File: config.mk
export PLATFORM = sky130hd
export DESIGN_NAME = lane_game_core
export DESIGN_NICKNAME = d
export VERILOG_FILES = /design/src/rtl/lane_game_core.sv
export SDC_FILE = /design/constraint.sdc
export NUM_CORES = 1
export LEC_CHECK = 0
export ABC_AREA = 1
export BUFFER_PORTS_ARGS = -buffer_cell sky130_fd_sc_hd__buf_2
export CAP_MARGIN = 20
export CORE_MARGIN = 3
export CORE_UTILIZATION = 50
export CTS_CLUSTER_DIAMETER = 60
export CTS_CLUSTER_SIZE = 25
export DETAILED_ROUTE_END_ITERATION = 7
export PLACE_DENSITY = 0.7
export SYNTH_ARGS = -nofsm -noshare
export SYNTH_HDL_FRONTEND = slang
export SYNTH_SLANG_ARGS = --single-unit
export TNS_END_PERCENT = 20
File: constraint.sdc
create_clock -name clk -period 3.3 [get_ports clk]
set_input_delay 0.165 -clock clk [delete_from_list [all_inputs] [get_ports clk]]
set_output_delay 0.165 -clock clk [all_outputs]
set_load 0.005 [all_outputs]
File: src/rtl/lane_game_core.sv
// rtl/lane_game_core.sv - lane-crossing game core: scrolling lanes, frog movement, hit/win/over flow
module lane_game_core #(
   parameter int                     COLS      = 8,
   parameter int                     ROWS      = 8,
   parameter int                     TICK_DIV  = 3125000,
   parameter logic [ROWS*COLS-1:0]   LANE_INIT = '0,
   parameter logic [ROWS-1:0]        LANE_DIR  = '0,
   parameter logic [ROWS*4-1:0]      LANE_RATE = '0,
   parameter int                     LIVES     = 3
) (
   input  logic                      clk,
   input  logic                      reset,
   input  logic                      up_n,
   input  logic                      down_n,
   input  logic                      left_n,
   input  logic                      right_n,
   input  logic                      start,
   output logic [ROWS*COLS-1:0]      lanes,
   output logic [$clog2(ROWS)-1:0]   frog_row,
   output logic [COLS-1:0]           frog_col,
   output logic [1:0]                state,
   output logic [2:0]                lives,
   output logic [7:0]                score,
   output logic                      tick
);

   localparam int RW = $clog2(ROWS);
   localparam int TW = (TICK_DIV > 1) ? $clog2(TICK_DIV) : 1;

   localparam logic [RW-1:0]        START_ROW  = RW'(ROWS - 1);
   localparam logic [COLS-1:0]      START_COL  = {{(COLS-1){1'b0}}, 1'b1} << (COLS / 2);
   localparam logic [2:0]           LIVES_INIT = 3'(LIVES);
   // Goal and start rows never carry hazards.
   localparam logic [ROWS*COLS-1:0] ROW_MASK   = {{COLS{1'b0}}, {((ROWS-2)*COLS){1'b1}}, {COLS{1'b0}}};

   typedef enum logic [1:0] {
      S_PLAY = 2'd0,
      S_HIT  = 2'd1,
      S_WIN  = 2'd2,
      S_OVER = 2'd3
   } state_t;

   state_t                r_state;
   logic [TW-1:0]         r_tick_cnt;
   logic [ROWS*COLS-1:0]  r_lanes;
   logic [ROWS*4-1:0]     r_rate_cnt;
   logic [3:0]            r_sync1;
   logic [3:0]            r_sync2;
   logic [3:0]            r_prev;
   logic [RW-1:0]         r_row;
   logic [COLS-1:0]       r_col;
   logic [2:0]            r_lives;
   logic [7:0]            r_score;

   logic                  w_tick;
   logic [ROWS*COLS-1:0]  w_lanes_rot;
   logic [ROWS-1:0]       w_rate_hit;
   logic [3:0]            w_btn_n;
   logic [3:0]            w_fall;
   logic [COLS-1:0]       w_row_lane;
   logic                  w_hazard;
   logic                  w_hit;

   assign w_tick = (r_tick_cnt == TW'(TICK_DIV - 1));

   // Free-running game tick divider, active in every state.
   always_ff @(posedge clk or negedge reset) begin
      if (!reset) begin
         r_tick_cnt <= '0;
      end else if (w_tick) begin
         r_tick_cnt <= '0;
      end else begin
         r_tick_cnt <= r_tick_cnt + TW'(1);
      end
   end

   for (genvar g = 0; g < ROWS; g++) begin : g_lane
      logic [COLS-1:0] w_cur;
      assign w_cur = r_lanes[g*COLS +: COLS];
      assign w_lanes_rot[g*COLS +: COLS] = LANE_DIR[g] ? {w_cur[COLS-2:0], w_cur[COLS-1]}
                                                       : {w_cur[0], w_cur[COLS-1:1]};
      assign w_rate_hit[g] = (r_rate_cnt[g*4 +: 4] == LANE_RATE[g*4 +: 4]);
   end

   // Lane scrolling: each lane rotates once its rate counter reaches its limit; frozen in OVER.
   always_ff @(posedge clk or negedge reset) begin
      if (!reset) begin
         r_lanes    <= LANE_INIT;
         r_rate_cnt <= '0;
      end else if (r_state == S_OVER) begin
         if (start) begin
            r_lanes    <= LANE_INIT;
            r_rate_cnt <= '0;
         end
      end else if (w_tick) begin
         for (int r = 0; r < ROWS; r++) begin
            if (w_rate_hit[r]) begin
               r_rate_cnt[r*4 +: 4]    <= 4'd0;
               r_lanes[r*COLS +: COLS] <= w_lanes_rot[r*COLS +: COLS];
            end else begin
               r_rate_cnt[r*4 +: 4]    <= r_rate_cnt[r*4 +: 4] + 4'd1;
            end
         end
      end
   end

   assign w_btn_n = {up_n, down_n, left_n, right_n};
   assign w_fall  = r_prev & ~r_sync2;

   // Two-flop synchronizer plus edge register for the buttons; released level is 1.
   always_ff @(posedge clk or negedge reset) begin
      if (!reset) begin
         r_sync1 <= 4'hF;
         r_sync2 <= 4'hF;
         r_prev  <= 4'hF;
      end else begin
         r_sync1 <= w_btn_n;
         r_sync2 <= r_sync1;
         r_prev  <= r_sync2;
      end
   end

   // Select the lane under the frog's current row.
   always_comb begin
      w_row_lane = '0;
      for (int r = 0; r < ROWS; r++) begin
         if (r_row == RW'(r)) begin
            w_row_lane = r_lanes[r*COLS +: COLS];
         end
      end
   end

   assign w_hazard = (r_row != '0) && (r_row != START_ROW);
   assign w_hit    = w_hazard && ((w_row_lane & r_col) != '0);

   // Game FSM: frog movement, collision, win, lives and score.
   always_ff @(posedge clk or negedge reset) begin
      if (!reset) begin
         r_state <= S_PLAY;
         r_row   <= START_ROW;
         r_col   <= START_COL;
         r_lives <= LIVES_INIT;
         r_score <= 8'd0;
      end else begin
         case (r_state)
            S_PLAY: begin
               if (w_hit) begin
                  r_state <= S_HIT;
               end else if (r_row == '0) begin
                  r_state <= S_WIN;
                  if (r_score != 8'hFF) begin
                     r_score <= r_score + 8'd1;
                  end
               end else if (w_fall[3]) begin
                  r_row <= r_row - RW'(1);
               end else if (w_fall[2]) begin
                  if (r_row != START_ROW) begin
                     r_row <= r_row + RW'(1);
                  end
               end else if (w_fall[1]) begin
                  if (!r_col[COLS-1]) begin
                     r_col <= r_col << 1;
                  end
               end else if (w_fall[0]) begin
                  if (!r_col[0]) begin
                     r_col <= r_col >> 1;
                  end
               end
            end
            S_HIT: begin
               if (w_tick) begin
                  r_lives <= r_lives - 3'd1;
                  r_row   <= START_ROW;
                  r_col   <= START_COL;
                  r_state <= (r_lives == 3'd1) ? S_OVER : S_PLAY;
               end
            end
            S_WIN: begin
               if (w_tick) begin
                  r_row   <= START_ROW;
                  r_col   <= START_COL;
                  r_state <= S_PLAY;
               end
            end
            default: begin
               if (start) begin
                  r_row   <= START_ROW;
                  r_col   <= START_COL;
                  r_lives <= LIVES_INIT;
                  r_score <= 8'd0;
                  r_state <= S_PLAY;
               end
            end
         endcase
      end
   end

   assign lanes    = r_lanes & ROW_MASK;
   assign frog_row = r_row;
   assign frog_col = r_col;
   assign state    = r_state;
   assign lives    = r_lives;
   assign score    = r_score;
   assign tick     = w_tick;

endmodule

==> results.yml, run 1 <==
status:
  outcome: "completed"
cts:
  cts.htree.levels: 4
  cts_sinks: 154
  cts_root_buffer: "clkbuf_16"
  post_cts_buffers: 0
  cts_tree: "yes"
  path_clk_slew_ns: 0.06
  clockBufferDepth: 2
  insertion_delay_ns: 0.42
  post_cts_resize_count: 0
  cts_buffers: 17
pwr:
  vdd_drop_max_mv: 0.360
  total_leakage_power_nw: 4.76
  p_total_mw: 3.89
  powerDensity_nw_per_um2: 408
sta:
  min_period_ns: 2.87
  slew_headroom_pct: 40.7
  finalHoldViolations: 0
  period_share_pct: 87.0
  worst_slew_pin_slew_ns: 0.886
  rsz0062_at_grt: "no"
  fin_skew_ns: 0.0106
  tns_ns: 0
  drv_slew: 0
  finalSetupViolCount: 0
  clock.fmax_mhz: 348
  holdWs_ns: 0.287
setup_path:
  worstSetupPathType: "register to register"
  cp-end-kind: "register"
  worstPathMaxFanout: 16
  required_ns: 3.61
  cp.arrival_ns: 3.18
  rr_worst_depth: 18
  worst_setup_path_start_kind: "register"
layout:
  area_delta_synth_final_pct: 8.86
  fin_util_pct: 56.5
  layout-drive-gt1-share_pct: 15.7
  fill_cells: 1547
  diodes: 0
  multi_input_area_um2: 3570
  final_cells: 1342
  seqCellArea_um2: 3880
  final_nets: 1147
yosys:
  synth-edff-count: 0
  synth_top_area_cell: "dfrtp_1"
  syn-instance-count: 1075
  synth_ff_type: "dfrtp_1"
  seq_area_frac_synth_pct: 44.3
  synth.distinct_cells: 44
  synth_compound_area_share_pct: 13.1
  synthMuxAreaShare_pct: 0
  synthArstFlopShare_pct: 100
  synth-xor-area-share_pct: 1.80
  synth_common_cells: "nand2_1 (188), inv_1 (182), dfrtp_1 (136)"
  yosys.area_share.simple_pct: 20.8
  syn_avg_cell_area_um2: 8.14
  synth_top_area_share_pct: 38.9
  yosysMostFrequentCell: "nand2_1"
  synth_area_um2: 8750
  ys_ff_latch: 154
  synth_top_family_by_area: "simple AND/OR/NAND/NOR gates"
  synthAdderAreaFrac_pct: 4.43
  synthTopCellsByArea: "dfrtp_1 (39%), nand2_1 (8.1%), inv_1 (7.8%)"
  ys_warn_count: 0
drt:
  drt_pass1_iterations: 5
  drtIter0Drc: 512
  wl_per_cell_um: 14.4
  drt.antenna.violating_nets: 0
  num_vias: 7014
  wirelength_um: 19300
  drc_errors: 0
  via_per_inst: 5.23
worst_hold_path:
  hold_class: "input port to register"
  whs_path_depth: 6
grt:
  grt.overflow.total: 0
  antenna_found_initial: 0
  grt_pass1_vias: 6678
  grt_usage_pct: 20.6
  grt_max_degree: 80
  grt_pass1_wl_um: 32900
place:
  port_buffers: 79
  dp.cells: 1305
  gp_congestion: 0.912
  hpwl_um: 13600
die:
  die_w_um: 138
  die_area_um2: 19100
  core_area_um2: 16900
  start_util_pct: 51.9
  pin_count: 96
  rows: 47
  die-height_um: 138
job:
  drv_cap: 0
## critical path, cell delays in order (launching register included)
cell and delay [ns]:
dfstp_2 0.59, ha_1 0.44, inv_1 0.11, nor2_1 0.19, nand2_1 0.08, nand3_1 0.09, nand3_1 0.07, nand3_1 0.08
nand2_1 0.07, nand2_1 0.07, nand2_1 0.05, nand2_1 0.06, nand2_1 0.05, nor2_1 0.08, nand2_1 0.11, nand3_2 0.27
nand3_2 0.20, nand2_1 0.10, nand2_1 0.05
## cell families (layout without fill, tap and decap cells)
kind of cell | count (synthesis) | in the layout
AND/OR/NAND/NOR | 387 | 387
buffers and inverters | 282 | 314
AO/OA/AOI/OAI | 202 | 202
flip-flops | 154 | 154
adder cells (fa/ha/maj) | 31 | 31
XOR/XNOR | 18 | 18
other | 1 | 16
## state kept, by name (all words and copies together) (netlist names)
register and count:
r_tick_cnt 22, r_lanes 64, state 2, frog_row 3, frog_col 8, lives 3
r_rate_cnt 32, r_sync1 4, r_prev 4, r_sync2 4, score 8
## layout make-up
cell class | instances | area share [%]
Clock inverter | 11 | 1.30
Multi-Input combinational cell | 654 | 37.5
Timing Repair Buffer | 91 | 5.42
Tap cell | 220 | 2.89
Inverter | 191 | 7.52
Sequential cell | 154 | 40.7
Clock buffer | 21 | 4.73
## metrics by stage
stage / cell area, um2 / worst slack (ns)
detailed placement: 8910 / 0.471
global placement: 8910 / 0.494
CTS: 9530 / 0.441
floorplan: 8810 / 0.737
finish: 9530 / 0.429
global route: 9530 / 0.137
## where the power goes
group	internal [mW]	total (mW)	switching, mW
sequential	1.90	1.91	0.00369
combinational	0.0136	0.0640	0.0503
clock	1.13	1.92	0.787
## cell usage in the layout, fill, tap and decap left out, types with 2 or more instances in the layout
cell	netlist	final
a211oi_1	8	8
a21oi_1	53	53
a21oi_2	4	4
a31oi_1	3	3
buf_2	7	78
buf_4	71	6
bufinv_16	0	2
clkbuf_1	9	3
clkbuf_16	0	17
clkinv_1	4	4
clkinv_2	0	3
clkinv_4	0	2
clkinvlp_4	0	3
conb_1	1	16
dfrtp_1	136	136
dfstp_2	18	18
dlygate4sd3_1	0	5
ha_1	31	31
inv_1	182	182
inv_2	5	5
nand2_1	188	188
nand2_2	2	2
nand3_1	83	83
nand3_2	4	4
nand4_1	24	24
nand4_2	3	3
nor2_1	45	45
nor2_2	7	7
nor2_4	2	2
nor3_1	18	18
nor4_1	3	3
nor4_4	2	2
o211ai_1	2	2
o21ai_0	82	82
o21ai_1	5	5
o21ai_2	8	8
o22ai_1	33	33
xor2_1	17	17
## worst paths after layout
kind	startpoint	end	slack, ns
worst max-delay path	frog_row[0]	frog_col[6]	0.43
worst min-delay path	start	lives[0]	0.29
worst max register to register	frog_row[0]	frog_col[6]	0.43
worst min register to register	r_sync1[1]	r_sync2[1]	0.36
max in group asynchronous	reset	frog_row[2]	2.15
min in group asynchronous	reset	r_lanes[28]	0.35
## metal layers
| layer | up-vias | global-route usage (%) | wire [um] |
|---|---|---|---|
| li1 | 3490 | - | - |
| met1 | 3331 | 28.0 | 8910 |
| met2 | 171 | 32.9 | 9140 |
| met3 | 22 | 5.08 | 876 |
| met4 | 0 | 5.82 | 333 |
| met5 | - | 0 | 0 |
## timing repair
item | in CTS | in global routing
endpoints found under the setup margin | 0 | 0
hold endpoints to repair | 80 | 0
hold buffers | 5 | 0
No activity file was read; power rests on OpenSTA's default activity.
==> inputs of run 2 (changes only) <==
--- a/config.mk
+++ b/config.mk
@@ -9,11 +9,10 @@
 export BUFFER_PORTS_ARGS = -buffer_cell sky130_fd_sc_hd__buf_2
 export CAP_MARGIN = 20
 export CORE_MARGIN = 3
-export CORE_UTILIZATION = 50
+export CORE_UTILIZATION = 35
 export CTS_CLUSTER_DIAMETER = 60
 export CTS_CLUSTER_SIZE = 25
 export DETAILED_ROUTE_END_ITERATION = 7
-export PLACE_DENSITY = 0.7
 export SYNTH_ARGS = -nofsm -noshare
 export SYNTH_HDL_FRONTEND = slang
 export SYNTH_SLANG_ARGS = --single-unit
==> results.yml, run 2 (synthesis results as in run 1) <==
cts:
  cts_tree: "yes"
  cts.htree.levels: 4
  cts_buffers: 17
  cts_sinks: 154
  insertion_delay_ns: 0.42
  cts_root_buffer: "clkbuf_16"
  clockBufferDepth: 2
  post_cts_buffers: 0
  path_clk_slew_ns: 0.07
setup_path:
  r2r_start: "frog_row[0]"
  r2r_end: "frog_row[1]"
  required_ns: 3.66
  r2r_slack_ns: 0.44
  rr_worst_depth: 18
  cp.arrival_ns: 3.22
  cp-end-kind: "register"
  worstPathMaxFanout: 16
  worstSetupPathType: "register to register"
  worst_setup_path_start_kind: "register"
sta:
  slew_headroom_pct: 40.9
  rsz0062_at_grt: "no"
  worst_slew_pin_slew_ns: 0.882
  finalHoldViolations: 0
  drv_slew: 0
  period_share_pct: 86.8
  fin_skew_ns: 0.0122
  clock.fmax_mhz: 349
  min_period_ns: 2.86
  finalSetupViolCount: 0
  tns_ns: 0
grt:
  grt_max_degree: 66
  grt.met3_usage_pct: 3.03
  met2_usage_pct: 24.8
  grt_usage_pct: 15.0
  use_met1_pct: 20.2
  grt_pass1_vias: 6616
  grt_pass1_wl_um: 33000
  busiest_layer: "met2"
  antenna_found_initial: 0
  grt.overflow.total: 0
place:
  dp.cells: 1410
  hpwl_um: 14400
  gp_congestion: 0.846
  port_buffers: 79
status:
  outcome: "completed"
worst_hold_path:
  hold_class: "input port to async pin"
layout:
  layout-drive-gt1-share_pct: 15.9
  seqCellArea_um2: 3880
  multi_input_area_um2: 3570
  diodes: 0
  largest_register: "r_lanes"
  layout_commonest_cell: "nand2_1"
  fill_cells: 2464
  area_delta_synth_final_pct: 11.0
  final_cell_mix: "nand2_1 (188), inv_1 (182), dfrtp_1 (136), nand3_1 (83), o21ai_0 (82)"
  final_nets: 1148
  final_cells: 1447
  largest_reg_flops: 64
  reg_top3: "r_lanes: 64 flops, r_rate_cnt: 32 flops, r_tick_cnt: 22 flops"
die:
  rows: 57
  die_w_um: 164
  core_area_um2: 24500
  start_util_pct: 35.8
  pin_count: 96
  die_area_um2: 26900
  die-height_um: 164
drt:
  drt.antenna.violating_nets: 0
  num_vias: 6933
  drt_pass1_iterations: 5
  drtIter0Drc: 576
  wirelength_um: 19600
  wl_per_cell_um: 13.6
  drc_errors: 0
  via_per_inst: 4.79
pwr:
  vdd_drop_max_mv: 0.261
  total_leakage_power_nw: 4.79
  powerDensity_nw_per_um2: 415
job:
  drv_cap: 0
==> run 2: cell count changes in the layout (fill, tap and decap cells not counted), sizes merged <==
cell,before,now
clkbuf,21,23
inv,188,189
clkinv,9,5
bufinv,2,3
buf,86,87
==> run 2: worst max-delay path by stage <==
| stage | start | end | slack, ns | cells past startpoint |
|---|---|---|---|---|
| 2_1_floorplan | frog_row[2] | frog_col[1] | 0.74 | 22 |
| 3_3_place_gp | frog_row[0] | frog_col[5] | 0.47 | 18 |
| 3_5_place_dp | frog_row[0] | frog_col[6] | 0.44 | 18 |
| 4_1_cts | frog_row[0] | frog_col[6] | 0.44 | 18 |
| 5_1_grt | frog_row[0] | frog_row[1] | 0.12 | 18 |
| 6_report | frog_row[0] | frog_row[1] | 0.44 | 18 |
==> run 2: final cells by class <==
cell class                      count  share of cell area [%]
Multi-Input combinational cell    654                    36.7
Sequential cell                   154                    39.9
Inverter                          191                    7.38
Timing Repair Buffer               92                    5.40
Tap cell                          324                    4.17
Clock buffer                       23                    5.02
Clock inverter                      9                    1.39
==> run 2: critical path, stage by stage, from the launching register on <==
cell and delay (ns):
dfstp_2 0.61, ha_1 0.24, ha_1 0.25, inv_1 0.18, o21ai_0 0.26, inv_1 0.06, nand2_1 0.06, nand2_1 0.06
nand2_1 0.06, nand2_1 0.06, nand2_1 0.05, nand2_1 0.04, nand2_1 0.06, nor2_1 0.04, nand2_1 0.10, nand3_2 0.29
nand3_1 0.22, nand2_1 0.08, nand2_1 0.07
==> run 2: power breakdown <==
group	switching, mW	internal [mW]
clock	0.791	1.28
combinational	0.0503	0.0129
sequential	0.00315	1.90
==> run 2: repair_timing <==
action,4_1_cts,5_1_grt
endpoints found under the hold margin,60,0
gates resized for setup,0,0
hold buffers,5,0
==> run 2: per-layer routing <==
metal | up-vias | wire length, um
met1 | 3279 | 9260
met3 | 16 | 881
met5 | - | 0
met2 | 147 | 9280
met4 | 0 | 223
li1 | 3491 | -
==> run 2: per-stage QoR <==
stage               power, mW  util, %  hold WS (ns)  setup slack (ns)  cell area [um2]
floorplan                1.96        -        -0.131             0.737             8810
global placement         2.00     37.0         0.199             0.469             9040
detailed placement       2.00     37.0         0.200             0.443             9040
CTS                      4.08     39.7         0.288             0.443             9720
global route             4.18     39.7         0.340             0.122             9720
finish                   4.04     39.7         0.295             0.437             9720
==> inputs of run 3 (changes only) <==
--- a/config.mk
+++ b/config.mk
@@ -8,11 +8,14 @@
 export ABC_AREA = 1
 export BUFFER_PORTS_ARGS = -buffer_cell sky130_fd_sc_hd__buf_2
 export CAP_MARGIN = 20
+export CELL_PAD_IN_SITES_DETAIL_PLACEMENT = 0
+export CELL_PAD_IN_SITES_GLOBAL_PLACEMENT = 1
 export CORE_MARGIN = 3
 export CORE_UTILIZATION = 35
 export CTS_CLUSTER_DIAMETER = 60
 export CTS_CLUSTER_SIZE = 25
 export DETAILED_ROUTE_END_ITERATION = 7
+export PLACE_DENSITY_LB_ADDON = 0.1
 export SYNTH_ARGS = -nofsm -noshare
 export SYNTH_HDL_FRONTEND = slang
 export SYNTH_SLANG_ARGS = --single-unit
==> results.yml, run 3 (synthesis results as in run 1) <==
status:
  outcome: "completed"
die:
  core_area_um2: 24500
  rows: 57
  pin_count: 96
  die_w_um: 164
  start_util_pct: 35.8
  die_area_um2: 26900
  die-height_um: 164
layout:
  reg_top3: "r_lanes: 64 flops, r_rate_cnt: 32 flops, r_tick_cnt: 22 flops"
  largest_register: "r_lanes"
  layout_commonest_cell: "nand2_1"
  fill_cells: 2570
  stdcell_area_um2: 9690
  final_cell_mix: "nand2_1 (188), inv_1 (181), dfrtp_1 (136), nand3_1 (83), o21ai_0 (82)"
  layout-drive-gt1-share_pct: 16.0
  fin_util_pct: 39.6
  diodes: 0
  final_cells: 1448
  final_nets: 1149
  area_delta_synth_final_pct: 10.7
  largest_reg_flops: 64
drt:
  drt_pass1_iterations: 5
  wirelength_um: 21400
  drc_errors: 0
  wl_per_cell_um: 14.8
  drtIter0Drc: 433
  num_vias: 6840
  drt.antenna.violating_nets: 0
  via_per_inst: 4.72
cts:
  clockBufferDepth: 2
  cts_sinks: 154
  cts.htree.levels: 4
  cts_buffers: 17
  post_cts_buffers: 0
  cts_tree: "yes"
  insertion_delay_ns: 0.43
  path_clk_slew_ns: 0.06
  cts_root_buffer: "clkbuf_16"
place:
  port_buffers: 79
  placed_area_um2: 9050
  dp.cells: 1411
  dp_slack_ns: 0.327
  hpwl_um: 15400
  gp_congestion: 0.810
sta:
  fin_ws_ns: 0.466
  holdWs_ns: 0.305
  slew_headroom_pct: 33.7
  min_period_ns: 2.83
  drv_slew: 0
  period_share_pct: 85.9
  clock.fmax_mhz: 353
  rsz0062_at_grt: "no"
  fin_skew_ns: 0.0129
  tns_ns: 0
  worst_slew_pin_slew_ns: 0.989
  finalHoldViolations: 0
  finalSetupViolCount: 0
grt:
  antenna_found_initial: 0
  grt_pass1_wl_um: 35300
  grt_max_degree: 82
  grt.overflow.total: 0
  grt_pass1_vias: 6724
  grt_usage_pct: 16.5
setup_path:
  worst-path-buf-inv: 3
  cp_top_family: "simple AND/OR/NAND/NOR gates"
  worst_setup_path_start_kind: "register"
  cp-end-kind: "register"
  path_cells: "inv_2 -> ha_1 -> inv_1 -> o21ai_0 -> inv_1 -> nand2_1 -> nand2_1 -> nand2_1 -> nand2_1 -> nand2_1 -> nand2_1 -> nand2_1 -> nand2_1 -> nor2_1 -> nand2_1 -> nand3_2 -> nand3_1 -> nand2_1 -> nand2_1"
  cp.arrival_ns: 3.19
  slowest_stage: "dfstp_2"
  r2r_slack_ns: 0.47
  rr_worst_depth: 19
  worstPathMaxFanout: 16
  max_stage_delay_ns: 0.66
  worstSetupPathType: "register to register"
  cpMostUsedCell: "nand2_1"
  required_ns: 3.66
  crit_cells: 19
job:
  drv_cap: 0
pwr:
  powerDensity_nw_per_um2: 409
  vdd_drop_max_mv: 0.239
  total_leakage_power_nw: 4.79
  p_total_mw: 3.97
worst_hold_path:
  whs_path_depth: 6
  hold_class: "input port to register"
-- run 3: final cells by class --
type	count	area [um2]	share of cell area, %
clock buffers	22	474	4.89
clock inverters	10	116	1.20
inverters	191	717	7.40
multi-input cells	654	3570	36.9
flip-flops and latches	154	3880	40.0
well taps	324	405	4.18
repair buffers	93	532	5.49
-- run 3: where the power goes --
part / leakage [nW] / switching [mW] / internal [mW]
Clock: 0.286 / 0.820 / 1.18
Sequential: 1.83 / 0.00310 / 1.90
Combinational: 2.67 / 0.0514 / 0.0129
-- run 3: path summary, 6_finish.rpt --
path / start / to
min: start / lives[0]
max reg2reg: frog_row[2] / frog_row[2]
min reg2reg: r_sync1[1] / r_sync2[1]
min in group asynchronous: reset / r_rate_cnt[10]
max: frog_row[2] / frog_row[2]
max in group asynchronous: reset / r_lanes[52]
-- run 3: worst min-delay path, delay by kind of cell --
kind / cells / cell delay (ns)
buffers and inverters: 3 / 0.31
and+or+nand+nor: 1 / 0.05
AOI/OAI and AO/OA: 2 / 0.19
-- run 3: layer usage --
layer	global-route usage, %	vias to the layer above	part of all wire, %
met2	25.0	136	44
met4	5.57	0	1.8
met1	23.7	3172	50
met3	3.15	29	4.0
li1	-	3503	-
met5	0	-	0
-- run 3: what timing repair did --
item	CTS	global route
gates resized for setup	0	1
endpoints found under the setup margin	0	6
endpoints found under the hold margin	79	0
hold buffers	5	0
